`src/rtl/feedback_accum_pkg.sv`:
```
// feedback_accum_pkg: shared helpers for the multi-channel feedback accumulator.
package feedback_accum_pkg;

    function automatic int chan_w(input int channels);
        return (channels > 1) ? $clog2(channels) : 1;
    endfunction

    // Clamp bounds as bit patterns; callers truncate to their accumulator width.
    function automatic logic [31:0] sat_max(input int acc_w);
        return (32'd1 << (acc_w - 1)) - 32'd1;
    endfunction

    function automatic logic [31:0] sat_min(input int acc_w);
        return ~sat_max(acc_w);
    endfunction

endpackage

```
`src/rtl/feedback_accum_step.sv`:
```
// feedback_accum_step: one combinational accumulator update (leak, add, wrap or clamp).
module feedback_accum_step
    import feedback_accum_pkg::*;
#(
    parameter int IN_W       = 8,
    parameter int ACC_W      = 8,
    parameter int SATURATE   = 1,
    parameter int LEAK_SHIFT = 0
) (
    input  logic signed [ACC_W-1:0] base,
    input  logic signed [IN_W-1:0]  in_data,
    output logic signed [ACC_W-1:0] result,
    output logic                    sat
);

    logic signed [ACC_W-1:0] leak;
    logic signed [ACC_W:0]   sum;
    logic                    ovf;

    // base - leak always fits ACC_W, so one extra bit holds the full sum.
    always_comb begin
        leak   = (LEAK_SHIFT > 0) ? (base >>> LEAK_SHIFT) : '0;
        sum    = (ACC_W+1)'(base) - (ACC_W+1)'(leak) + (ACC_W+1)'(in_data);
        ovf    = sum[ACC_W] != sum[ACC_W-1];
        sat    = (SATURATE != 0) && ovf;
        result = !sat ? sum[ACC_W-1:0]
               : sum[ACC_W] ? ACC_W'(sat_min(ACC_W)) : ACC_W'(sat_max(ACC_W));
    end

endmodule

```
`src/rtl/feedback_accum_multi.sv`:
```
// feedback_accum_multi: CHANNELS signed accumulators sharing one update path,
// with a registered valid/ready output stage.
module feedback_accum_multi
    import feedback_accum_pkg::*;
#(
    parameter int  IN_W       = 8,
    parameter int  ACC_W      = 8,
    parameter int  CHANNELS   = 4,
    parameter int  SATURATE   = 1,
    parameter int  LEAK_SHIFT = 0,
    localparam int CHAN_W     = chan_w(CHANNELS)
) (
    input  logic                    system1000,
    input  logic                    system1000_rstn,
    input  logic                    in_valid,
    output logic                    in_ready,
    input  logic [CHAN_W-1:0]       in_chan,
    input  logic signed [IN_W-1:0]  in_data,
    input  logic                    clr,
    input  logic [CHAN_W-1:0]       clr_chan,
    output logic                    out_valid,
    input  logic                    out_ready,
    output logic [CHAN_W-1:0]       out_chan,
    output logic signed [ACC_W-1:0] out_data,
    output logic                    out_sat
);

    typedef struct packed {
        logic [CHAN_W-1:0]       chan;
        logic signed [ACC_W-1:0] data;
        logic                    sat;
    } accum_result_t;

    logic signed [ACC_W-1:0] acc_q [CHANNELS];
    logic signed [ACC_W-1:0] acc_d [CHANNELS];
    accum_result_t           res_q, res_d;
    logic                    out_valid_q, out_valid_d;
    logic                    in_ok, clr_ok, take;
    logic signed [ACC_W-1:0] base, step_result;
    logic                    step_sat;

    assign in_ready = !out_valid_q || out_ready;
    assign in_ok    = {1'b0, in_chan} < (CHAN_W+1)'(CHANNELS);
    assign clr_ok   = {1'b0, clr_chan} < (CHAN_W+1)'(CHANNELS);
    assign take     = in_valid && in_ready && in_ok;
    // A same-cycle clear on the sampled channel wins over the stored value.
    assign base     = (!in_ok || (clr && clr_ok && clr_chan == in_chan)) ? '0 : acc_q[in_chan];

    feedback_accum_step #(
        .IN_W       (IN_W),
        .ACC_W      (ACC_W),
        .SATURATE   (SATURATE),
        .LEAK_SHIFT (LEAK_SHIFT)
    ) u_step (
        .base    (base),
        .in_data (in_data),
        .result  (step_result),
        .sat     (step_sat)
    );

    always_comb begin
        acc_d       = acc_q;
        res_d       = res_q;
        out_valid_d = take || (out_valid_q && !out_ready);
        if (clr && clr_ok)
            acc_d[clr_chan] = '0;
        if (take) begin
            acc_d[in_chan] = step_result;
            res_d          = '{chan: in_chan, data: step_result, sat: step_sat};
        end
    end

    always_ff @(posedge system1000 or negedge system1000_rstn) begin
        if (!system1000_rstn) begin
            acc_q       <= '{default: '0};
            res_q       <= '0;
            out_valid_q <= 1'b0;
        end else begin
            acc_q       <= acc_d;
            res_q       <= res_d;
            out_valid_q <= out_valid_d;
        end
    end

    assign out_valid = out_valid_q;
    assign out_chan  = res_q.chan;
    assign out_data  = res_q.data;
    assign out_sat   = res_q.sat;

endmodule
```
`config.mk`:
```
export PLATFORM = sky130hd
export DESIGN_NAME = feedback_accum_multi
export DESIGN_NICKNAME = d
export VERILOG_FILES = /design/src/rtl/feedback_accum_pkg.sv /design/src/rtl/feedback_accum_step.sv /design/src/rtl/feedback_accum_multi.sv
export SDC_FILE = /design/constraint.sdc
export NUM_CORES = 1
export LEC_CHECK = 0
export ABC_AREA = 1
export CORE_MARGIN = 10
export CORE_UTILIZATION = 45
export CTS_BUF_LIST = sky130_fd_sc_hd__clkbuf_2 sky130_fd_sc_hd__clkbuf_4 sky130_fd_sc_hd__clkbuf_8
export CTS_CLUSTER_SIZE = 14
export DETAILED_ROUTE_END_ITERATION = 16
export PLACE_DENSITY = 0.7
export RECOVER_POWER = 50
export SYNTH_ARGS = -nofsm -noshare
export SYNTH_HDL_FRONTEND = slang
export SYNTH_SLANG_ARGS = --single-unit
```
`constraint.sdc`:
```
create_clock -name system1000 -period 3.5 [get_ports system1000]
set_input_delay 0.35 -clock system1000 [delete_from_list [all_inputs] [get_ports system1000]]
set_output_delay 0.35 -clock system1000 [all_outputs]
set_load 0.05 [all_outputs]
```
-- Yosys cells after proc, flatten, opt, wreduce, memory -nomap -nowiden
Index checks and enable logic that the tools add are counted.
W data, S select, Z words.
- $lt $le $gt $ge: 4
- multiply operators: 0
- shift operators: 0
- reductions and logical operators: 9
- $add $sub $neg: 1
- equality and inequality tests: 2
- muxes and demuxes: 13
- bitwise logic cells: 4
- div/mod/pow operators: 0
- operator list (kind ; count):
    $mux W32 ; 2
    $mux W8 ; 7
    $and A32 B32 Y32 ; 1
    $bwmux W32 ; 1
    $demux W8 S2 ; 2
    $not A32 Y32 ; 1
    $bmux W8 S2 ; 1
    $add A8 B8 Y9 ; 1
    $ge A3 B3 Y1 const B ; 2
    $lt A3 B1 Y1 const B ; 2
    $not A2 Y3 ; 2
    $logic_and A1 B1 Y1 ; 5
    $eq A2 B2 Y1 ; 1
    $logic_not A1 Y1 ; 2
    $logic_or A1 B1 Y1 ; 2
    $ne A1 B1 Y1 ; 1
- bits in latches: 0
- flip-flop bits (word level): 44
- memory bits (read-only): 0
- word-level logic and storage cells: 41
- RAM bits: 0
- memories kept: 0

-- Depth between registers and ports, before layout
- depth after elaboration: 10
- gate-level depth with buffers: 19
- depth with buffers taken out: 18

-- Cells and area by module
From an unflattened synthesis, not the netlist that was laid out.
- cells, all modules: 419
- area, all modules: 2834.0 um^2
- modules (own cells, without submodules) (module ; instances ; sequential area each (um^2) ; cells an instance ; area each (um^2)):
    feedback_accum_multi ; 1 ; 1101.1 ; 332 ; 2339.7
    feedback_accum_step ; 1 ; 0.0 ; 87 ; 494.2

-- Worst setup path before layout
No wires, ideal clock.
- path type: input-to-reg
- start: input in_chan[0]
- end: register acc_q[28] (netlist bit)
- cell stages on the path: 17
- library setup time: 0.121 ns
- arrival: 2.379 ns
- path slack: 1.000 ns
- buffers on the path: 1
- cells stage by stage: inv_2 > nand2_1 > a221oi_2 > a31oi_1 > ha_1 > fa_1 > nand2_1 > nand2_1 > nand3_2 > nand3_1 > nand2_1 > nand2_2 > buf_12 > nand2_4 > nand2_4 > nand2_1 > nand2_1
- RTL lines (item ; RTL line ; source):
    start: declaration ; feedback_accum_multi.sv:17 ; input logic [CHAN_W-1:0] in_chan,
    end signal: assignment ; feedback_accum_multi.sv:75 ; acc_q <= '{default: '0};
    end signal: assignment ; feedback_accum_multi.sv:79 ; acc_q <= acc_d;
    end: declaration ; feedback_accum_multi.sv:34 ; logic signed [ACC_W-1:0] acc_q [CHANNELS];

-- Final worst setup path
- start: input in_chan[0]
- end: register res_q, in the netlist out_data[1]
- word-level cells in the longest chain between the ends: 8
- elaborated cells on any way between the ends: 11
- classes of those cells: add/sub: 1; eq/ne: 2; mux: 6; bitwise: 1; reduce/logical: 1
- RTL lines (item ; RTL line ; source):
    $not A2 Y3 (not written as such) ; feedback_accum_multi.sv:47 ; assign base = (!in_ok || (clr && clr_ok && clr_chan == in_chan)) ? '0 : acc_q[in_chan];
    $bmux W8 S2 ; feedback_accum_multi.sv:47 ;
    $mux W8 (not written as such) (2 in series) ; feedback_accum_multi.sv:47 ;
    $mux W8 (*) ; feedback_accum_multi.sv:47 ;
    $add A8 B8 Y9 (*) ; feedback_accum_step.sv:23 ; sum = (ACC_W+1)'(base) - (ACC_W+1)'(leak) + (ACC_W+1)'(in_data);
    $mux W8 or $ne A1 B1 Y1 (tied branches) ; feedback_accum_step.sv:27, feedback_accum_step.sv:24 ;
    $mux W8 (*) ; feedback_accum_step.sv:26 ; result = !sat ? sum[ACC_W-1:0]
    end signal: assignment ; feedback_accum_multi.sv:80 ; res_q <= res_d;
    end: declaration ; feedback_accum_multi.sv:36 ; accum_result_t res_q, res_d;
Mark *: on every way between the ends. The rest lies on a longest branch, timed or not. The select of a mux whose other input is x is not followed.
A chain may end at the register's enable or synchronous reset.

==> flow_metrics.tcl <==
set metrics [dict create \
    grt_max_degree 45 \
    power_w 0.00242 \
    hold_buffers 0 \
    dp_hpwl_mm 5.12 \
    diodes 0 \
    fin_skew_ns 0.0153 \
    fmax_ghz 0.311 \
    status "finished with violations" \
    min_from "out_data[2]" \
    detail-route-antenna-nets 0 \
    avgSynthCellArea_um2 8.11 \
    ctsRootBufferMaster "clkbuf_8" \
    first_global_vias 2264 \
    io_pins 30 \
    start_util_pct 47.1 \
    violations "capacitance limit, slew limit" \
    numCtsBuffers 5 \
    top_layer "met4" \
    yosysTopAreaCell "dfrtp_1" \
    synthCells 324 \
    final_nets 387 \
    wl_met2_mm 3.11 \
    period_minus_slack_ns 3.21 \
    instances_no_fill 434 \
    grt_pass1_wl_mm 11.4 \
    synth-seq-cells 44 \
    register_area_um2 1100 \
    comb_power_share_pct 50.5 \
    drive_gt1_share_pct 13.3 \
    synth_top_family_by_area "simple AND/OR/NAND/NOR gates" \
    clk_pin_slew_ns 0.09 \
    port_buffers 29 \
    multi_input_area_um2 1360 \
    final.period_utilization_pct 91.8 \
    synth_compound_area_share_pct 9.48 \
    gp_congestion 0.894 \
    setup_tns_ns 0 \
    synth_area_um2 2630 \
    setup_viol 0 \
    ys_types 30 \
    firstDrtPassIters 4 \
    num-fill-cells 545 \
    vias_per_cell 5.33 \
    crit_type "input port to flip-flop" \
    yosys-top-cells-area "dfrtp_1 42%, nand2_1 19%, nand3_1 7.6%" \
    critical_path_arrival_ns 3.46 \
    first_iter_violations 168 \
    final-hold-violation-count 0 \
    met1_length_mm 3.26 \
    cts_buffer_depth 2 \
    hold_depth 2 \
    grt_overflow 0 \
    yosysWarnings 0 \
    post_cts_buffers 0 \
    post-route-drc-count 0 \
    r2r-start "acc_q[24]" \
    start_kind "input port" \
    core-area_um2 5570 \
    ys_seq_area_share_pct 41.9 \
    synth_mux_area_share_pct 0 \
    p_clk_share_pct 17.1 \
    p_leak_nw 1.58 \
    yosysTopAreaCellShare_pct 41.9 \
    cap_violations 1 \
    clkLatencyLatePin_ns 0.31 \
    avgRoutedWirePerCell_um 15.9 \
    dieArea_um2 9290 \
    fp-row-count 27 \
    dp.cells 426 \
    internal-power_w 0.00132 \
    die_h_um 96.4 \
    crit_path_end_kind "flip-flop" \
    worstHoldPathType "flip-flop to flip-flop" \
    holdWs_ns 0.476 \
    seq_power_share_pct 32.4 \
    p_sw_share_pct 45.3 \
    area_growth_syn_to_layout_pct 18.7 \
    mappedNetlistNets 350 \
    setup.worst_path.start "in_chan[0]" \
    routed-wl-met3_um 389 \
    num_vias 2313 \
    cp.required_ns 3.75 \
    slew_viol_final 45 \
    worst_pin_slew_ns 2.37 \
    vdd_ir_drop_max_v 0.000449 \
    cts_sinks 44 \
    p_switching_w 0.00109 \
    wl_mm 6.88 \
    cts_resized 0 \
    die_w_um 96.4 \
    power_density_nw_per_um2 776 \
    synthAdderAreaFrac_pct 4.57 \
    synth_simple_gate_area_share_pct 37.1 \
    antenna_found_initial 0 \
    cts_max_level 2 \
    synthXorXnorAreaFrac_pct 1.00 \
    grtUsageTotal_pct 15.8 \
    reg2reg_depth 15 \
    cts_tree "built" \
    relSlewSlack_pct -58.1 \
    path_max_fanout 12 \
    final_util_pct 55.9 \
    rsz0062_at_grt "false" \
]
==> layer usage <==
| metal | vias to the layer above | GRT usage [%] |
|---|---|---|
| met5 | - | 0 |
| met4 | 0 | 5.81 |
| met3 | 9 | 4.32 |
| met2 | 54 | 23.9 |
| met1 | 1110 | 21.0 |
| li1 | 1140 | - |
==> path summary, 6_finish.rpt <==
kind / end / slack (ns)
min: out_data[2] / 0.48
min in group asynchronous: acc_q[20] / 0.75
max reg2reg: out_data[1] / 0.83
max: out_data[1] / 0.29
max in group asynchronous: acc_q[4] / 1.39
min reg2reg: out_data[2] / 0.48
==> cells in the final DEF, fill, tap and decap left out, types with 3 or more instances in the layout <==
| master | netlist | final |
|---|---|---|
| dfrtp_1 | 44 | 44 |
| clkinv_1 | 2 | 3 |
| a22oi_1 | 9 | 9 |
| clkbuf_8 | 0 | 6 |
| ha_1 | 8 | 8 |
| nand2_4 | 13 | 12 |
| inv_1 | 14 | 14 |
| nor2_4 | 3 | 3 |
| inv_2 | 9 | 8 |
| a31oi_1 | 7 | 7 |
| buf_4 | 0 | 4 |
| nor2_2 | 3 | 3 |
| o211ai_1 | 8 | 8 |
| dlygate4sd3_1 | 0 | 4 |
| o21ai_1 | 6 | 6 |
| nand2_2 | 3 | 3 |
| nand3_1 | 40 | 40 |
| clkdlybuf4s50_1 | 0 | 24 |
| nand2_1 | 133 | 134 |
==> stage by stage <==
stage / setup WS [ns] / area (µm²)
finish: 0.287 / 3120
global route: 0.0379 / 3120
CTS: 0.322 / 3130
detailed placement: -0.00137 / 3000
global placement: 0.0526 / 3000
floorplan: 1.00 / 2630
==> synth_stat cells <==
| cell | instances |
|---|---|
| nand2_1 | 133 |
| dfrtp_1 | 44 |
| nand3_1 | 40 |
| inv_1 | 14 |
| nand2_4 | 13 |
| a22oi_1 | 9 |
| inv_2 | 9 |
| ha_1 | 8 |
| o211ai_1 | 8 |
| a31oi_1 | 7 |
| o21ai_1 | 6 |
| nand2_2 | 3 |
| nor2_2 | 3 |
| nor2_4 | 3 |
| a21oi_2 | 2 |
| bufinv_8 | 2 |
| clkbuf_1 | 2 |
| clkinv_1 | 2 |
| nand4_1 | 2 |
| nor2_1 | 2 |
| o21ai_0 | 2 |
| xor2_1 | 2 |
| a21oi_1 | 1 |
| a221oi_2 | 1 |
| buf_12 | 1 |
| fa_1 | 1 |
| nand2_8 | 1 |
| nand3_2 | 1 |
| or2_1 | 1 |
| xnor2_1 | 1 |
==> critical path, cell delays in order <==
cell             delay, ns
clkdlybuf4s50_1       0.55
inv_2                 0.08
nand2_1               0.16
clkinv_1              0.24
nand2_1               0.11
a31oi_1               0.09
ha_1                  0.24
fa_1                  0.40
nand2_1               0.09
nand2_1               0.11
nand3_2               0.12
nand2_2               0.06
nand2_1               0.07
nand2_1               0.07
nand2_2               0.29
nand2_1               0.15
nand2_4               0.12
nand2_1               0.07
nand2_1               0.06
==> sequential cells by signal, summed over array words and instances (netlist names) <==
signal,flops
acc_q,32
out_valid,1
out_data,8
out_sat,1
out_chan,2
==> area by class of cell <==
| type | instances | share of cell area (%) |
|---|---|---|
| inverter | 27 | 4.13 |
| sequential | 44 | 35.3 |
| multi-input combinational | 250 | 43.7 |
| timing repair buffer | 33 | 10.1 |
| clock inverter | 2 | 1.24 |
| clock buffer | 6 | 2.65 |
| tap | 72 | 2.89 |
==> logic make-up (layout without fill, tap and decap cells) <==
| group | Yosys count | after routing |
|---|---|---|
| XOR/XNOR | 3 | 3 |
| buffers and inverters | 30 | 68 |
| flip-flops | 44 | 44 |
| AND/OR/NAND/NOR | 202 | 202 |
| AO/OA/AOI/OAI | 36 | 36 |
| adder cells (fa/ha/maj) | 9 | 9 |
==> power groups by stage <==
stage / Sequential (W) / Clock (W) / Combinational (W)
2_1_floorplan: 0.000955 / 0 / 0.000721
5_1_grt: 0.000804 / 0.000442 / 0.00133
4_1_cts: 0.000783 / 0.000420 / 0.00124
6_report: 0.000784 / 0.000414 / 0.00122
3_3_place_gp: 0.000786 / 0 / 0.00122
3_5_place_dp: 0.000789 / 0 / 0.00123
Power figures use the tool's default switching activity.
